<file path="src/rtl/adc_sample_capture.sv">
// rtl/adc_sample_capture.sv - paced serial ADC capture feeding the sample FIFO
module adc_sample_capture #(
  parameter int DIV      = 128,
  parameter int BITS     = 16,
  parameter int SCK_HALF = 2,
  parameter int CONV_CYC = 40,
  parameter int DROP_W   = 16
) (
  input  logic              SYS_CLK,
  input  logic              RSTbar,
  input  logic              ENA,
  input  logic              FIFO_FULL,
  input  logic              ADC_SDO,
  output logic              ADC_CONVST,
  output logic              ADC_CSbar,
  output logic              ADC_SCK,
  output logic [BITS-1:0]   DOUT,
  output logic              WR,
  output logic [DROP_W-1:0] DROPS,
  output logic              BUSY
);

  localparam int CW = $clog2(DIV + 1);
  localparam int PW = $clog2(CONV_CYC + 1);
  localparam int HW = $clog2(SCK_HALF + 1);
  localparam int BW = $clog2(BITS + 1);

  localparam logic [CW-1:0] PER_MAX  = CW'(DIV - 1);
  localparam logic [PW-1:0] CONV_MAX = PW'(CONV_CYC - 1);
  localparam logic [HW-1:0] HALF_MAX = HW'(SCK_HALF - 1);
  localparam logic [BW-1:0] BIT_MAX  = BW'(BITS - 1);

  localparam logic [1:0] S_IDLE = 2'd0;
  localparam logic [1:0] S_CONV = 2'd1;
  localparam logic [1:0] S_READ = 2'd2;
  localparam logic [1:0] S_DONE = 2'd3;

  logic [1:0]      state;
  logic            ena_q;
  logic [CW-1:0]   per_cnt;
  logic            tick;
  logic [PW-1:0]   conv_cnt;
  logic [HW-1:0]   half_cnt;
  logic [BW-1:0]   bit_cnt;
  logic [BITS-1:0] shreg;

  // ENA is registered so the first tick lands DIV cycles after it rises
  always_ff @(posedge SYS_CLK or negedge RSTbar) begin
    if (!RSTbar) begin
      ena_q   <= 1'b0;
      per_cnt <= '0;
    end else begin
      ena_q <= ENA;
      if (!ena_q || per_cnt == PER_MAX)
        per_cnt <= '0;
      else
        per_cnt <= per_cnt + 1'b1;
    end
  end

  assign tick = ena_q && (per_cnt == PER_MAX);

  always_ff @(posedge SYS_CLK or negedge RSTbar) begin
    if (!RSTbar) begin
      state      <= S_IDLE;
      ADC_CONVST <= 1'b0;
      ADC_CSbar  <= 1'b1;
      ADC_SCK    <= 1'b0;
      DOUT       <= '0;
      WR         <= 1'b0;
      DROPS      <= '0;
      BUSY       <= 1'b0;
      conv_cnt   <= '0;
      half_cnt   <= '0;
      bit_cnt    <= '0;
      shreg      <= '0;
    end else begin
      WR <= 1'b0;
      case (state)
        S_IDLE: begin
          if (tick) begin
            state      <= S_CONV;
            ADC_CONVST <= 1'b1;
            BUSY       <= 1'b1;
            conv_cnt   <= '0;
          end
        end
        S_CONV: begin
          if (conv_cnt == CONV_MAX) begin
            state      <= S_READ;
            ADC_CONVST <= 1'b0;
            ADC_CSbar  <= 1'b0;
            half_cnt   <= '0;
            bit_cnt    <= '0;
          end else begin
            conv_cnt <= conv_cnt + 1'b1;
          end
        end
        S_READ: begin
          if (half_cnt == HALF_MAX) begin
            half_cnt <= '0;
            // data is taken on the edge that raises SCK, MSB first
            if (!ADC_SCK) begin
              ADC_SCK <= 1'b1;
              shreg   <= {shreg[BITS-2:0], ADC_SDO};
            end else begin
              ADC_SCK <= 1'b0;
              if (bit_cnt == BIT_MAX) begin
                state     <= S_DONE;
                ADC_CSbar <= 1'b1;
              end else begin
                bit_cnt <= bit_cnt + 1'b1;
              end
            end
          end else begin
            half_cnt <= half_cnt + 1'b1;
          end
        end
        default: begin
          state <= S_IDLE;
          BUSY  <= 1'b0;
          DOUT  <= shreg;
          if (!FIFO_FULL)
            WR <= 1'b1;
          else if (DROPS != '1)
            DROPS <= DROPS + 1'b1;
        end
      endcase
    end
  end

endmodule
</file>
<file path="config.mk">
export PLATFORM = sky130hd
export DESIGN_NAME = adc_sample_capture
export DESIGN_NICKNAME = d
export VERILOG_FILES = /design/src/rtl/adc_sample_capture.sv
export SDC_FILE = /design/constraint.sdc
export NUM_CORES = 1
export LEC_CHECK = 0
export BUFFER_PORTS_ARGS = -buffer_cell sky130_fd_sc_hd__buf_2
export CORE_MARGIN = 2
export CORE_UTILIZATION = 45
export CTS_BUF_LIST = sky130_fd_sc_hd__clkbuf_2
export CTS_CLUSTER_DIAMETER = 40
export DETAILED_ROUTE_END_ITERATION = 12
export PLACE_DENSITY = 0.71
export RECOVER_POWER = 25
export SLEW_MARGIN = 25
export SYNTH_ARGS = -nofsm -noshare
export SYNTH_HDL_FRONTEND = slang
export SYNTH_SLANG_ARGS = --single-unit
</file>
<file path="constraint.sdc">
create_clock -name SYS_CLK -period 5.06 [get_ports SYS_CLK]
set_input_delay 0.506 -clock SYS_CLK [delete_from_list [all_inputs] [get_ports SYS_CLK]]
set_output_delay 0.506 -clock SYS_CLK [all_outputs]
set_load 0.01 [all_outputs]
</file>
# Word level (Yosys, flattened, before mapping)
# Cells that the tools add are included.
[word_totals]
ff_bits = 77
wordCells = 83
[classes]
add_sub_neg = 5
eq_ne = 14
muxes = 29
bitwise_logic = 3
reduce_logical = 18
[ops]
columns = ["op", "n"]
rows = [
  ["5-bit 2-to-1 mux", 4],
  ["16-bit by 1-bit adder with 16-bit output, second input constant", 1],
  ["16-bit != test, second input constant", 1],
  ["5-bit AND reduction", 3],
  ["2-bit 2-to-1 mux", 7],
  ["2-bit != test, second input constant", 7],
  ["6-bit 2-to-1 mux", 2],
  ["6-bit one-hot mux with 2 select lines", 1],
  ["3-bit AND reduction", 4],
  ["5-bit one-hot mux with 2 select lines", 1],
  ["8-bit by 1-bit adder with 8-bit output, second input constant", 1],
  ["8-bit by 7-bit equality test with 1-bit output, second input constant", 1],
  ["1-bit 2-to-1 mux", 8],
  ["8-bit 2-to-1 mux", 1],
  ["6-bit by 1-bit adder with 6-bit output, second input constant", 1],
  ["6-bit equality test, second input constant", 1],
  ["1-bit one-hot mux with 2 select lines", 3],
  ["2-bit one-hot mux with 3 select lines", 1],
  ["2-bit AND reduction", 3],
  ["5-bit by 1-bit adder with 5-bit output, second input constant", 1],
  ["5-bit by 4-bit equality test with 1-bit output, second input constant", 1],
  ["2-bit by 1-bit equality test with 1-bit output, second input constant", 2],
  ["2-bit one-hot mux with 2 select lines", 1],
  ["2-bit nonzero test", 2],
  ["other kinds (9)", 11],
]

# Longest topological paths before layout
# Gate-level depths: netlist of the first run.
[logic_depth]
ltp_word = 5
mapped_depth = 7
depth_no_buf = 7

# Worst setup path after synthesis of the first run
# No wires, ideal clock.
[synth_path]
path_kind = "register -> register"
from = "register bit_cnt[0]"
to = "register bit_cnt[3]"
setup_ps = 139
arrival_ps = 1715
required_ps = 4921
setup_slack_ps = 3206
path_stages_with_launch = 7
n_path_buf = 0
cell_sequence = "dfrtp_1 -> ha_1 -> and3_1 -> ha_1 -> or3b_4 -> a221oi_1 -> o41ai_1"
[synth_between]
elab_chain_len = 5
[synth_lines]
columns = ["element", "line_no", "source"]
rows = [
  ["start, declared", "44", "logic [BW-1:0] bit_cnt;"],
  ["start signal, assigned", "112", "bit_cnt <= bit_cnt + 1'b1;"],
  ["5-bit by 1-bit adder with 5-bit output", "112", ""],
  ["5-bit 2-to-1 mux", "108", "if (bit_cnt == BIT_MAX) begin"],
  ["5-bit 2-to-1 mux", "103", "if (!ADC_SCK) begin"],
  ["5-bit 2-to-1 mux", "100", "if (half_cnt == HALF_MAX) begin"],
  ["5-bit one-hot mux with 2 select lines", "79", "case (state)"],
]
# Parallel ways exist; a longest one is shown, timed or not. The select of a mux whose other input is x is not followed.
# A chain may end at the register's enable or synchronous reset.

# Worst setup path in the final report of the first run
[layout_path]
from = "register state[0]"
to = "register shreg[4]"
[layout_between]
elab_chain_len = 2
[layout_lines]
columns = ["element", "line_no", "source"]
rows = [
  ["start, declared", "38", "logic [1:0] state;"],
  ["start signal, assigned", "65", "state <= S_IDLE;"],
  ["start signal, assigned", "82", "state <= S_CONV;"],
  ["start signal, assigned", "90", "state <= S_READ;"],
  ["2-bit equality test", "79", ""],
  ["3-bit AND reduction (no line)", "--", ""],
  ["end signal, assigned", "105", "shreg <= {shreg[BITS-2:0], ADC_SDO};"],
  ["end, declared", "45", "logic [BITS-1:0] shreg;"],
]
# Every way passes these cells.

==> results by group, run 1 <==
GRT
  • GR Util All Layers: 0.156
  • First-pass GRT wire length: between 10000 and 15000 um
  • Global-route congestion overflow total: 0
  • Antenna violations before repair: 0
  • Pin count of the biggest net entering global routing: 78
  • Via count of the first global-routing pass: 2315

Finish
  • Share of cells above drive strength 1: 0.307
  • Most frequent standard cell in the layout excluding fill and tap cells: sky130_fd_sc_hd__dfrtp_1
  • Most frequent cells in the layout: sky130_fd_sc_hd__dfrtp_1, sky130_fd_sc_hd__buf_2, sky130_fd_sc_hd__mux2_2
  • Area delta synth->final: 12.1%
  • Ant. Diodes: 0
  • Final net count: 358

Status
  • Run status: finished clean

Clock tree
  • Clock tree from TritonCTS: done
  • Level count of the clock H-tree: 3
  • Clock slew at the register clock pins of the worst setup and hold paths: 230 ps
  • Number of sinks handled by clock tree synthesis: 77
  • Clock buffer count from CTS: 9
  • Clock Tree Buf Depth: 2
  • Clock latency on the worst-skew pair: 520 ps
  • Resized cells post-CTS: 0
  • Clock tree root driver cell: sky130_fd_sc_hd__clkbuf_2

Timing
  • Minimum clock period: 2310 ps
  • Setup violation total in the final timing report: 0
  • Layout Skew: 32.9 ps
  • Total negative slack: 0 ps
  • Min Hold Slack: 96.0 ps
  • Period utilization: 0.457
  • Slew Viols, Final: 0
  • Slew of the pin with the lowest slew margin: around 840 ps
  • RSZ-0062 raised after global routing: no
  • Max-Slew Margin vs Limit: 0.441
  • Highest attainable clock frequency: 0.432 GHz
  • Min setup slack post-route: 2750 ps
  • Count of final hold-check violations: 0

Route
  • Routed vias: 2472
  • Drt pass-1 iters: 4
  • Wirelength, routed: 6450 um
  • DRC errors left: 0
  • Number of DRC markers after the initial detailed-route iteration: 109
  • Via/cell ratio: 5.48
  • Post-DR wirelength/cell: 14.3 um
  • Post-detailed-route count of antenna-violating nets: 0

Worst setup path
  • Crit path cell chain: inv_1, ha_1, nand3b_2, nor2_2, mux2_2
  • Category of the most critical setup path: register to register
  • Peak fanout along the critical path: 16
  • Worst-case reg-to-reg path depth: 5
  • Sort of element at the start of the critical path: register
  • Sort of element at the end of the critical path: register
  • Critical path required time: 5470 ps
  • Delay of the slowest critical-path stage: 630 ps
  • Critical Path Slowest Stage Cell: sky130_fd_sc_hd__nor2_2
  • Flop2flop setup slack: 2750 ps
  • Reg-to-Reg End: shreg[4]
  • CP Launch Point: state[0]
  • Launch point of the worst reg-to-reg path: state[0]
  • Crit path buffers/inverters: 1
  • Crit path max-delay family: simple AND/OR/NAND/NOR gates
  • Critical Path AT: 2720 ps

Hold path
  • Hold Path Origin: ENA
  • Class of the worst hold path: primary input to register
  • Worst Hold Path Cells: 1
  • Sink of the worst hold path: ena_q

Job
  • Max_cap viols: 0

Pwr
  • Highest ir drop seen on vdd: 0.140 mV
  • Power consumption: 0.960 mW
  • Static leakage: 2.04 nW
  • Power density over cell area: 238 nW/um^2

Floorplan
  • Starting density of the core: 0.465
  • I/O pin count: 42
  • Die height: 93.4 um
  • Horizontal die dimension: 93.4 um
  • Site row count: 32
  • Area enclosed by the die boundary: 8720 sq um
  • Placeable core region: 7730 sq um

Synth
  • Number of distinct library cells after synthesis: 54
  • Post-synthesis sequential element count: 77
  • Largest cells by area after synthesis: sky130_fd_sc_hd__dfrtp_1, sky130_fd_sc_hd__mux2_2, sky130_fd_sc_hd__xnor2_1
  • Post-Syn Nets: 310
  • Share of synthesized area occupied by flip-flops and latches: 0.536
  • Synthesized area divided by synthesized cell count: 12.1 sq um
  • Cells after Synth: 296
  • Synthesized area: 3590 sq um
  • EDFF count, synth: 0
  • Main synth FF type: sky130_fd_sc_hd__dfrtp_1
  • Fraction of post-synthesis cell area in the top cell type by area: 0.529
  • Count of warnings emitted by yosys: 0
  • Area leader, netlist: sky130_fd_sc_hd__dfrtp_1
  • Asr flop ratio synth: 1.00

Placement
  • Final HPWL from detailed placement: 4340 um
  • IO buf count: 41
  • Post-Place Setup Slack: 2800 ps
  • Weighted congestion at the end of routability-driven global placement: 0.856
[stage by stage]
step                      area, sq um  utilization  std cells
after global placement           3910        0.505        434
final                            4030        0.522        451
after CTS                        4020        0.520        450
after detailed placement         3910        0.505        434
after global routing             4030        0.522        451
after floorplan                  3590            -        296
[synthesized netlist by cell type, types with 2 or more instances]
master and count:
sky130_fd_sc_hd__o41ai_1 2, sky130_fd_sc_hd__ha_1 9, sky130_fd_sc_hd__nor3b_1 2, sky130_fd_sc_hd__and4_1 3, sky130_fd_sc_hd__dfrtp_1 76, sky130_fd_sc_hd__xor2_1 3, sky130_fd_sc_hd__and2_1 4, sky130_fd_sc_hd__nor2b_1 4
sky130_fd_sc_hd__nand4_1 5, sky130_fd_sc_hd__nand2_1 12, sky130_fd_sc_hd__a21o_1 3, sky130_fd_sc_hd__o2111ai_1 2, sky130_fd_sc_hd__o211ai_1 4, sky130_fd_sc_hd__inv_1 10, sky130_fd_sc_hd__o21ai_0 6, sky130_fd_sc_hd__a221o_1 3
sky130_fd_sc_hd__nor3_1 4, sky130_fd_sc_hd__o21ai_2 2, sky130_fd_sc_hd__mux2i_1 3, sky130_fd_sc_hd__nand3_1 15, sky130_fd_sc_hd__nand4b_1 2, sky130_fd_sc_hd__or3b_1 2, sky130_fd_sc_hd__a21oi_1 12, sky130_fd_sc_hd__xnor2_1 16
sky130_fd_sc_hd__nor4_1 4, sky130_fd_sc_hd__nor2_1 13, sky130_fd_sc_hd__buf_2 2, sky130_fd_sc_hd__mux2_2 36, sky130_fd_sc_hd__and3_1 12
[final cells by class]
cell class	count	area, sq um
tap	102	128
sequential	77	1930
clock buffer	9	45.0
multi-input combinational	204	1600
clock inverter	7	67.6
fill	678	3700
inverter	10	37.5
timing repair buffer	42	221
[sequential cells by signal, summed over array words and instances (netlist names)]
| register | cells |
|---|---|
| DOUT | 16 |
| DROPS | 16 |
| shreg | 16 |
| per_cnt | 8 |
| conv_cnt | 6 |
| bit_cnt | 5 |
| half_cnt | 2 |
| state | 2 |
| ADC_CONVST | 1 |
| ADC_CSbar | 1 |
| ADC_SCK | 1 |
| BUSY | 1 |
| WR | 1 |
| ena_q | 1 |
[power by group]
group | switching [mW] | internal [mW]
combinational | 0.0155 | 0.00406
clock | 0.245 | 0.0753
sequential | 0.00162 | 0.619
total | 0.262 | 0.698
[worst max path at each step]
stage | to | slack [ps] | cells past startpoint
2_1_floorplan | bit_cnt[3] | 3210 | 6
3_3_place_gp | shreg[9] | 2830 | 5
3_5_place_dp | shreg[4] | 2800 | 5
4_1_cts | shreg[4] | 2740 | 5
5_1_grt | shreg[4] | 2590 | 5
6_report | shreg[4] | 2750 | 5
[timing repair]
| action | 4_1_cts | 5_1_grt |
|---|---|---|
| endpoints found under the hold margin | 0 | 35 |
| endpoints found under the setup margin | 0 | 0 |
| hold buffers | 0 | 1 |
| setup buffers | 0 | 0 |
[per-layer routing]
layer	up-vias	routed length (um)	part of all wire	GRT usage
li1	1193	-	-	-
met4	0	123	0.019	0.0735
met2	47	3050	0.47	0.240
met3	8	227	0.035	0.0330
met1	1224	3050	0.47	0.210
met5	-	0	0	0
[cells by family (layout without fill, tap and decap cells)]
| kind of cell | after synthesis | after routing | share of synthesized area |
|---|---|---|---|
| AND/OR/NAND/NOR | 92 | 92 | 0.157 |
| flip-flops | 77 | 77 | 0.536 |
| AO/OA/AOI/OAI | 45 | 45 | 0.0909 |
| multiplexers | 39 | 39 | 0.121 |
| XOR/XNOR | 19 | 19 | 0.0463 |
| buffers and inverters | 15 | 68 | 0.0174 |
| adder cells (fa/ha/maj) | 9 | 9 | 0.0313 |
Note: power is estimated with default switching activity, not from simulation.
==> run 2, diff against run 1 <==
clock period = 2.25 ns   (was 5.06 ns; I/O delays follow)
==> run 2 against run 1 <==
  * Final cell count grew 2.2%
  * Utilization increased by 1.1 points
  * First-iteration DRC count fell by 10%
  * Critical endpoint is now bit_cnt[3]
  * Largest cell class unchanged
==> results by group, run 2 (synthesis gave the netlist of run 1 again) <==
Status
  • Run status: finished clean

Clock tree
  • Postcts setup bufs: 0 (unchanged)
  • Clock buffer count from CTS: 9 (unchanged)
  • Level count of the clock H-tree: 3 (unchanged)
  • Clock slew at the register clock pins of the worst setup and hold paths: 250 ps (+20 ps)
  • Number of sinks handled by clock tree synthesis: 77 (unchanged)
  • Clock Tree Buf Depth: 2 (unchanged)
  • Clock tree from TritonCTS: done
  • Resized cells post-CTS: 0 (unchanged)
  • Clock latency on the worst-skew pair: 540 ps (+20 ps)
  • Clock tree root driver cell: sky130_fd_sc_hd__clkbuf_2

Timing
  • Min setup slack post-route: 202 ps (-2540 ps)
  • Count of final hold-check violations: 0 (unchanged)
  • Total negative slack: 0 ps (unchanged)
  • Slew of the pin with the lowest slew margin: 1180 ps (+338 ps)
  • Max-Slew Margin vs Limit: 0.215 (-0.225)
  • Highest attainable clock frequency: 0.488 GHz (+13%)
  • Minimum clock period: 2050 ps (-266 ps)
  • RSZ-0062 raised after global routing: no
  • Slew Viols, Final: 0 (unchanged)
  • Min Hold Slack: 336 ps (+240 ps)
  • Setup violation total in the final timing report: 0 (unchanged)
  • Period utilization: 0.910 (+0.453)
  • Layout Skew: 44.2 ps (+11.3 ps)

Floorplan
  • Horizontal die dimension: 93.4 um (unchanged)
  • Die height: 93.4 um (unchanged)
  • Site row count: 32 (unchanged)
  • Area enclosed by the die boundary: 8720 sq um (unchanged)
  • Starting density of the core: 0.465 (unchanged)
  • I/O pin count: 42 (unchanged)
  • Placeable core region: 7730 sq um (unchanged)

Worst setup path
  • Crit path cell chain: ha_1, and3_1, ha_1, or3b_4, a221oi_1, o41ai_1
  • Sort of element at the end of the critical path: register
  • Crit path max-delay family: simple AND/OR/NAND/NOR gates
  • Critical path required time: 2660 ps (-2810 ps)
  • Category of the most critical setup path: register to register
  • Delay of the slowest critical-path stage: 470 ps (-160 ps)
  • Crit path buffers/inverters: 0 (-1)
  • Number of stages on the worst setup path: 6 (+1)
  • Worst-case reg-to-reg path depth: 6 (+1)
  • Critical Path Slowest Stage Cell: sky130_fd_sc_hd__dfrtp_1
  • Critical Path AT: 2450 ps (-270 ps)
  • Peak fanout along the critical path: 5 (-11)
  • Sort of element at the start of the critical path: register
  • Library cell appearing most often on the critical path: sky130_fd_sc_hd__ha_1

Hold path
  • Class of the worst hold path: primary input to register
  • Worst Hold Path Cells: 2 (+1)

Route
  • Routed vias: 2507 (+1.4%)
  • Wirelength, routed: 6720 um (+4.1%)
  • Post-DR wirelength/cell: 14.6 um (+1.8%)
  • DRC errors left: 0 (unchanged)
  • Via/cell ratio: 5.44 (-0.78%)
  • Post-detailed-route count of antenna-violating nets: 0 (unchanged)
  • Number of DRC markers after the initial detailed-route iteration: 98 (-10%)
  • Drt pass-1 iters: 4 (unchanged)

Finish
  • Fraction of the core area covered by cells at the end of the flow: 0.533 (+0.0115)
  • Most frequent standard cell in the layout excluding fill and tap cells: sky130_fd_sc_hd__dfrtp_1
  • Non-filler instance count after layout: 461 (+2.2%)
  • Ant. Diodes: 0 (unchanged)
  • Largest registers: DOUT (16), DROPS (16), shreg (16)
  • Area delta synth->final: 14.6%
  • Share of cells above drive strength 1: 0.318 (+0.0110)
  • Most frequent cells in the layout: sky130_fd_sc_hd__dfrtp_1, sky130_fd_sc_hd__buf_2, sky130_fd_sc_hd__mux2_2
  • Final net count: 368 (+2.8%)
  • Non-Filler Cell Area, Final: 4120 sq um (+2.2%)

Placement
  • IO buf count: 41 (unchanged)
  • Weighted congestion at the end of routability-driven global placement: 0.884 (+3.2%)
  • Final HPWL from detailed placement: 4700 um (+8.2%)
  • Post-Place Setup Slack: 267 ps (-2530 ps)
  • Cell area after placement: 3970 sq um (+1.7%)
  • Number of instances in the placed design: 441 (+1.6%)

Job
  • Max_cap viols: 0 (unchanged)

Pwr
  • Static leakage: 2.09 nW (+2.5%)
  • Power consumption: 2.17 mW (+130%)
  • Highest ir drop seen on vdd: 0.329 mV (+130%)
  • Power density over cell area: 527 nW/um^2 (+120%)

GRT
  • Global-route congestion overflow total: 0 (unchanged)
  • Antenna violations before repair: 0 (unchanged)
  • Via count of the first global-routing pass: 2407 (+4.0%)
  • GR Util All Layers: 0.168 (+0.0121)
  • First-pass GRT wire length: 11500 um (+6.1%)
  • Pin count of the biggest net entering global routing: 48 (-38%)
==> run 2: final cells by class <==
| class | count | area, sq um |
|---|---|---|
| timing repair buffer | 52 | 310 |
| clock inverter | 7 | 67.6 |
| multi-input combinational | 204 | 1600 |
| sequential | 77 | 1930 |
| inverter | 10 | 37.5 |
| tap | 102 | 128 |
| fill | 667 | 3610 |
| clock buffer | 9 | 45.0 |
==> run 2: where the power goes <==
part | total (mW) | internal, mW | leakage [nW] | switching (mW)
Sequential | 1.40 | 1.39 | 1.06 | 0.00369
Combinational | 0.0508 | 0.0150 | 0.969 | 0.0359
Clock | 0.723 | 0.169 | 0.0598 | 0.554
==> run 2: metal layers <==
metal	track usage	share of wire	up-vias
met5	0	0	-
met4	0.0956	0.027	0
met3	0.0306	0.029	16
met2	0.255	0.48	36
met1	0.227	0.47	1256
li1	-	-	1199
==> run 2: final timing paths <==
path                       startpoint    endpoint  slack [ps]
max in group asynchronous      RSTbar   ADC_CSbar         970
max                        bit_cnt[0]  bit_cnt[3]         200
min in group asynchronous      RSTbar  per_cnt[4]         420
min reg2reg                per_cnt[0]  per_cnt[0]         480
max reg2reg                bit_cnt[0]  bit_cnt[3]         200
min                               ENA       ena_q         340
==> run 2: worst register-to-register path, cell delays in order (launching register included) <==
cell and delay [ps]:
sky130_fd_sc_hd__dfrtp_1 470, sky130_fd_sc_hd__ha_1 230, sky130_fd_sc_hd__and3_1 180, sky130_fd_sc_hd__ha_1 220, sky130_fd_sc_hd__or3b_4 440, sky130_fd_sc_hd__a221oi_1 270, sky130_fd_sc_hd__o41ai_1 110
==> run 2: timing repair <==
| action | CTS | global route |
|---|---|---|
| endpoints found under the hold margin | 49 | 0 |
| endpoints found under the setup margin | 0 | 0 |
| hold buffers | 4 | 0 |
